--- src/rtl/seq_det_pkg.sv ---
// Shared definitions for the parametrised serial pattern detector.
// Overlap-mode encodings and the fill-counter width helper.
package seq_det_pkg;

    localparam int unsigned OVERLAP_ON  = 1;
    localparam int unsigned OVERLAP_OFF = 0;

    typedef enum logic {
        ModeNonOverlap = 1'b0,
        ModeOverlap    = 1'b1
    } overlap_mode_e;

    // Bits needed to hold a fill count in 0..len inclusive.
    function automatic int unsigned fill_width(input int unsigned len);
        return $clog2(len + 1);
    endfunction

endpackage

--- src/rtl/seq_sat_counter.sv ---
// Saturating up-counter with synchronous clear and asynchronous active-high reset.
// Holds at all-ones instead of wrapping.
module seq_sat_counter #(
    parameter int unsigned W = 8
) (
    input  logic         clk,
    input  logic         rst,
    input  logic         clr,
    input  logic         inc,
    output logic [W-1:0] count
);

    logic [W-1:0] count_q, count_d;

    always_comb begin
        count_d = count_q;
        if (clr) begin
            count_d = '0;
        end else if (inc && (count_q != '1)) begin
            count_d = count_q + 1'b1;
        end
    end

    always_ff @(posedge clk or posedge rst) begin
        if (rst) begin
            count_q <= '0;
        end else begin
            count_q <= count_d;
        end
    end

    assign count = count_q;

endmodule

--- src/rtl/param_seq_detector.sv ---
// Serial bit-pattern detector with configurable length, pattern and overlap mode.
// Registered one-cycle match pulse plus a saturating match counter.
module param_seq_detector
    import seq_det_pkg::*;
#(
    parameter int unsigned                   PATTERN_LEN = 4,
    parameter logic [PATTERN_LEN-1:0]        PATTERN     = 4'b1101,
    parameter int unsigned                   OVERLAP     = 1,
    parameter int unsigned                   CNT_W       = 8
) (
    input  logic             clk,
    input  logic             rst,
    input  logic             clr,
    input  logic             i_valid,
    input  logic             i,
    output logic             out,
    output logic [CNT_W-1:0] match_count,
    output logic             filled
);

    localparam int unsigned   FW   = fill_width(PATTERN_LEN);
    localparam logic [FW-1:0] FULL = FW'(PATTERN_LEN);
    localparam overlap_mode_e MODE = (OVERLAP == OVERLAP_ON) ? ModeOverlap : ModeNonOverlap;

    if (PATTERN_LEN < 2 || PATTERN_LEN > 32) begin : g_len_chk
        $error("param_seq_detector: PATTERN_LEN must be in 2..32");
    end
    if (OVERLAP != OVERLAP_ON && OVERLAP != OVERLAP_OFF) begin : g_ovl_chk
        $error("param_seq_detector: OVERLAP must be 0 or 1");
    end

    logic [PATTERN_LEN-1:0] hist_q, hist_d;
    logic [FW-1:0]          fill_q, fill_d;
    logic                   out_q, out_d;
    logic                   match;

    always_comb begin
        hist_d = hist_q;
        fill_d = fill_q;
        match  = 1'b0;
        if (clr) begin
            hist_d = '0;
            fill_d = '0;
        end else if (i_valid) begin
            hist_d = {hist_q[PATTERN_LEN-2:0], i};
            fill_d = (fill_q == FULL) ? FULL : fill_q + 1'b1;
            // fill gates the compare so an all-zero history never matches early
            if (fill_d == FULL && hist_d == PATTERN) begin
                match = 1'b1;
                if (MODE == ModeNonOverlap) begin
                    fill_d = '0;
                end
            end
        end
        out_d = match;
    end

    always_ff @(posedge clk or posedge rst) begin
        if (rst) begin
            hist_q <= '0;
            fill_q <= '0;
            out_q  <= 1'b0;
        end else begin
            hist_q <= hist_d;
            fill_q <= fill_d;
            out_q  <= out_d;
        end
    end

    seq_sat_counter #(
        .W(CNT_W)
    ) u_match_cnt (
        .clk  (clk),
        .rst  (rst),
        .clr  (clr),
        .inc  (match),
        .count(match_count)
    );

    assign out    = out_q;
    assign filled = (fill_q == FULL);

endmodule

--- config.mk ---
export PLATFORM = sky130hd
export DESIGN_NAME = param_seq_detector
export DESIGN_NICKNAME = d
export VERILOG_FILES = /design/src/rtl/seq_det_pkg.sv /design/src/rtl/seq_sat_counter.sv /design/src/rtl/param_seq_detector.sv
export SDC_FILE = /design/constraint.sdc
export NUM_CORES = 1
export LEC_CHECK = 0
export CORE_ASPECT_RATIO = 1.2
export CORE_UTILIZATION = 46
export DETAILED_ROUTE_END_ITERATION = 8
export GPL_TIMING_DRIVEN = 0
export MAX_ROUTING_LAYER = met4
export PLACE_DENSITY_LB_ADDON = 0.12
export RECOVER_POWER = 100
export SLEW_MARGIN = 20
export SYNTH_ARGS = -nofsm -noshare
export SYNTH_HDL_FRONTEND = slang
export SYNTH_SLANG_ARGS = --single-unit
export TNS_END_PERCENT = 20
--- constraint.sdc ---
create_clock -name clk -period 1.8 [get_ports clk]
set_input_delay 0.27 -clock clk [delete_from_list [all_inputs] [get_ports clk]]
set_output_delay 0.27 -clock clk [all_outputs]
set_load 0.02 [all_outputs]
### After elaboration in Yosys (flattened, before gate mapping)

Index checks and enable logic that the tools add are counted.

| operators by class | value |
|---|---|
| add/sub/neg operators | 2 |
| reductions and logical operators | 4 |
| mux-type cells | 10 |
| equal/unequal tests | 4 |

Operators by type and width:

| cell | number |
|---|---|
| $mux W8 | 2 |
| $mux W3 | 5 |
| $add A8 B1 Y8 const B | 1 |
| $ne A8 B8 Y1 const B | 1 |
| $eq A3 B3 Y1 const B | 2 |
| $eq A4 B4 Y1 const B | 1 |
| $reduce_bool A2 Y1 | 2 |
| $add A3 B1 Y3 const B | 1 |
| $mux W1 | 3 |
| $logic_and A1 B1 Y1 | 2 |

| word-level totals | value |
|---|---|
| logic and storage cells | 24 |
| flip-flop bits (word level) | 15 |
| input port bits | 5 |
| output and inout port bits | 10 |

### Longest topological paths before layout

| depth | value |
|---|---|
| word-level depth | 10 |
| mapped depth | 8 |
| mapped depth without buffers | 7 |

### Cells and area by module

From an unflattened synthesis, not the netlist that was laid out.

| unflattened totals | value |
|---|---|
| cells, all modules | 85 |
| area, all modules | 862.1 sq um |

By module, submodules not included:

| module | area an instance (sq um) | cells each | times used |
|---|---|---|---|
| seq_sat_counter | 504.2 | 49 | 1 |
| param_seq_detector | 357.8 | 36 | 1 |

### Worst setup path after synthesis

Ideal clock, no wire load.

| timing path | value |
|---|---|
| kind | reg2reg |
| from | register fill_q[0] |
| to | register u_match_cnt.count_q[5], in the netlist u_match_cnt.count[5] |
| path buffers | 1 |
| data arrival time | 1.818 ns |
| stages on the path, launching flop included | 7 |
| setup slack | -0.146 ns |
| data required time | 1.672 ns |
| clock period less this slack | 1.946 ns |
| path through | dfrtp_1 ha_1 o211ai_2 or4_4 buf_6 nor4_1 mux2_1 |

| between the ends | value |
|---|---|
| cells in the longest elaborated chain, start to end | 9 |
| elaborated cells on any way between the ends | 10 |
| classes of those cells | 1 x add/sub; 2 x eq/ne; 4 x mux; 3 x reduce/logical |

RTL lines:

| item | line | RTL |
|---|---|---|
| start: declaration | param_seq_detector.sv:33 | `logic [FW-1:0] fill_q, fill_d;` |
| start signal: assignment | param_seq_detector.sv:65 | `fill_q <= fill_d;` |
| $add A3 B1 Y3 or $eq A3 B3 Y1 (tied branches) | param_seq_detector.sv:46 | `fill_d = (fill_q == FULL) ? FULL : fill_q + 1'b1;` |
| $mux W3 (*) | param_seq_detector.sv:46 |  |
| $eq A3 B3 Y1 (*) | param_seq_detector.sv:48 | `if (fill_d == FULL && hist_d == PATTERN) begin` |
| $logic_and A1 B1 Y1 (*) | param_seq_detector.sv:48 |  |
| $mux W1 (*) | param_seq_detector.sv:48 |  |
| $mux W1 (*) | param_seq_detector.sv:44 | `end else if (i_valid) begin` |
| $mux W1 (*) | param_seq_detector.sv:41 | `if (clr) begin` |
| $logic_and A1 B1 Y1 (*) | seq_sat_counter.sv:19 | `end else if (inc && (count_q != '1)) begin` |
| $reduce_bool A2 Y1 (no line) (*) | - |  |
| end signal: assignment | seq_sat_counter.sv:28 | `count_q <= count_d;` |
| end: declaration | seq_sat_counter.sv:13 | `logic [W-1:0] count_q, count_d;` |

Every way passes the cells marked *; elsewhere a longest branch is shown, timed or not.
A chain may end at the register's enable or synchronous reset.

### Final worst setup path

| timing path | value |
|---|---|
| from | register fill_q[1] |
| to | register u_match_cnt.count_q[1], in the netlist u_match_cnt.count[1] |

Same word-level chain as after synthesis.

==> flow_summary_export.csv <==
group,metric,value,unit
status,status,"complete, but fails checks",
status,violations,"negative setup slack",
drt,num_vias,747,
clock_network,clkTransAtPathRegs,0.09,ns
run,maxCapViolCount,0,
yosys,yosys.area.top_type,"dfrtp_1",
yosys,synth_nets,94,
layout,utilization,0.6757,
sta,finalClockSkew,0.006796,ns
placement,gp_congestion,0.7252,
yosys,syn_avg_cell_area,10.11,um2
floorplanning,core,1702,um2
layout,drive_above_1_share,0.2110,
clock_network,htreeDepth,1,
yosys,synth_area_leaders,"dfrtp_1 43%, ha_1 4.3%, mux2_2 3.9%, mux2i_1 3.5%, nand3_1 3.5%",
setup_path,worstPathRequired,1.98,ns
sta,fmax,513.5,MHz
layout,nFillCells,135,
floorplanning,io_pins,15,
sta,finalHoldViolCount,0,
sta,layout_setup_ws,-0.1473,ns
worst_hold_path,hp-class,"input port to flop",
global_route,grt_pass1_wl,2.718,mm
floorplanning,dieArea,2069,um2
global_route,antenna_found_initial,0,
layout,final_cell_area,1150,um2
sta,finalCritPeriodShare,1.082,
worst_hold_path,holdPathStages,3,
placement,port_buffers,13,
global_route,grt.total_usage,0.1800,
sta,setup_viol,7,
setup_path,worstSetupPathType,"flop to flop",
global_route,first_global_vias,650,
placement,dpl_cell_area,1032,um2
setup_path,end_kind,"flop",
power,p_leak,0.5247,nW
yosys,syn_inst,86,
power,finalPower,617.6,uW
yosys,synth_ff_type,"dfrtp_1",
drt,wirelength,1.751,mm
drt,drtAntennaViolNets,0,
drt,vias_per_cell,5.882,
clock_network,clock-root-buffer,"clkbuf_4",
yosys,ys_seq_area_frac,0.4317,
sta,worst_pin_slew,0.6280,ns
setup_path,crit_fanout,9,
yosys,synth_top_area_share,0.4317,
yosys,ys_types,33,
power,ir_drop,0.3845,mV
clock_network,clock_sinks,15,
floorplanning,start_util,0.5110,
clock_network,hold_buffers,0,
power,power_density,537.1,nW/um2
drt,wl_per_cell,13.79,um
setup_path,ff2ff_path_depth,6,
layout,seq_area,376.6,um2
layout,nNetsFinal,118,
yosys,yosysWarnings,0,
placement,pre_cts_slack,-0.4196,ns
sta,slew_headroom,0.5798,
yosys,synth_edf_count,0,
layout,area.growth.synth_to_final,32.23,%
sta,grt_setup_unrepaired,"yes",
global_route,grt_max_degree,16,
floorplanning,rows,16,
clock_network,numCtsBuffers,3,
global_route,grt-ovfl-total,0,
yosys,ys_ff_latch,15,
sta,hold_ws,0.2600,ns
layout,multi_input_area,489.2,um2
layout,diodes,0,
yosys,async_reset_ff_frac,1.000,
clock_network,tritoncts,"done",
drt,first_pass_iters,4,
floorplanning,die_w,41.69,um
sta,maxSlewViolCount,0,
placement,post-dp-hpwl,1.155,mm
floorplanning,fp.dieH,49.63,um
setup_path,startpoint_type,"flop",
clock_network,clockBufferDepth,2,
clock_network,clkLatencyLatePin,0.29,ns
sta,min_period,1.947,ns
drt,first_iter_violations,20,
setup_path,cp_data_arrival_time,2.12,ns
drt,drc,0,
yosys,synth.cell_area,869.6,um2
[sequential cells by signal, summed over array words and instances (netlist names)]
name and count:
fill_q 3, hist_q 3, out 1, u_match_cnt.count 8
[cell families (layout without fill, tap and decap cells)]
logic type      Yosys count  in the layout  share of synthesized area
buf+inv                  10             33                    0.06043
compound gates           13             13                     0.1165
simple gates             38             38                     0.2619
flops                    15             15                     0.4317
mux                       7              7                    0.08633
fa+ha+maj                 3              3                    0.04317
[routing by layer]
metal / track usage / up-vias / share of wire
met5: - / - / 0
met2: 0.3151 / 23 / 0.49
li1: - / 361 / -
met1: 0.1888 / 354 / 0.41
met4: 0.1129 / 0 / 0.057
met3: 0.02198 / 9 / 0.040
[where the power goes]
part	switching [mW]	internal (mW)
logic	0.0394	0.0323
clock network	0.111	0.0863
registers	0.00623	0.343
total	0.156	0.461
[critical path: stages (launching register included)]
cell      delay, ns
dfrtp_1        0.41
ha_4           0.17
o211ai_2       0.07
or4_4          0.43
buf_8          0.16
nor3_4         0.26
mux2_4         0.32
[layout make-up]
type                       count  area share
buffer                         4     0.03264
clock buffer                   4     0.02285
inverter                       6     0.01959
multi-input combinational     61      0.4255
sequential                    15      0.3275
tap                           18     0.01959
timing repair buffer          19      0.1523
[cell usage in the layout, fill, tap and decap left out, types with 2 or more instances in the layout]
cell,Yosys,final
a221o_1,2,2
mux2_4,0,3
and3_1,2,2
inv_1,6,6
nor2_1,7,7
and2_1,2,2
nand2_1,5,5
a21oi_1,3,3
clkdlybuf4s50_1,0,2
clkbuf_1,2,2
nand2b_1,2,2
clkbuf_4,0,3
ha_1,3,2
buf_4,0,7
o311ai_0,2,2
nand3_1,6,6
mux2i_1,3,3
dlygate4sd3_1,0,10
nor2b_1,3,3
nor4_1,3,2
dfrtp_1,15,14
[synthesized netlist by cell type (3+ instances only)]
library cell  count
a21oi_1           3
dfrtp_1          15
ha_1              3
inv_1             6
mux2_2            3
mux2i_1           3
nand2_1           5
nand3_1           6
nor2_1            7
nor2b_1           3
nor4_1            3
[through the flow]
stage                     TNS [ns]  cells
after floorplan            -0.2738     86
after global placement      -2.695    117
after detailed placement    -2.717    117
after CTS                  -0.9101    121
after global routing        -1.410    127
final                      -0.6642    127
[path summary, 6_finish.rpt]
check / startpoint / to / slack [ns]
max: fill_q[1] / u_match_cnt.count[1] / -0.15
min: i_valid / fill_q[0] / 0.26
max reg2reg: fill_q[1] / u_match_cnt.count[1] / -0.15
min reg2reg: hist_q[2] / hist_q[2] / 0.53
max in group asynchronous: rst / fill_q[0] / 0.93
min in group asynchronous: rst / fill_q[2] / 0.46
[timing repair]
item,4_1_cts,5_1_grt
hold endpoints to repair,0,0
endpoints found under the setup margin,8,9
pin swaps,1,2
resized for setup,2,10
buffers inserted,0,6
Note: power is estimated with default switching activity, not from simulation.
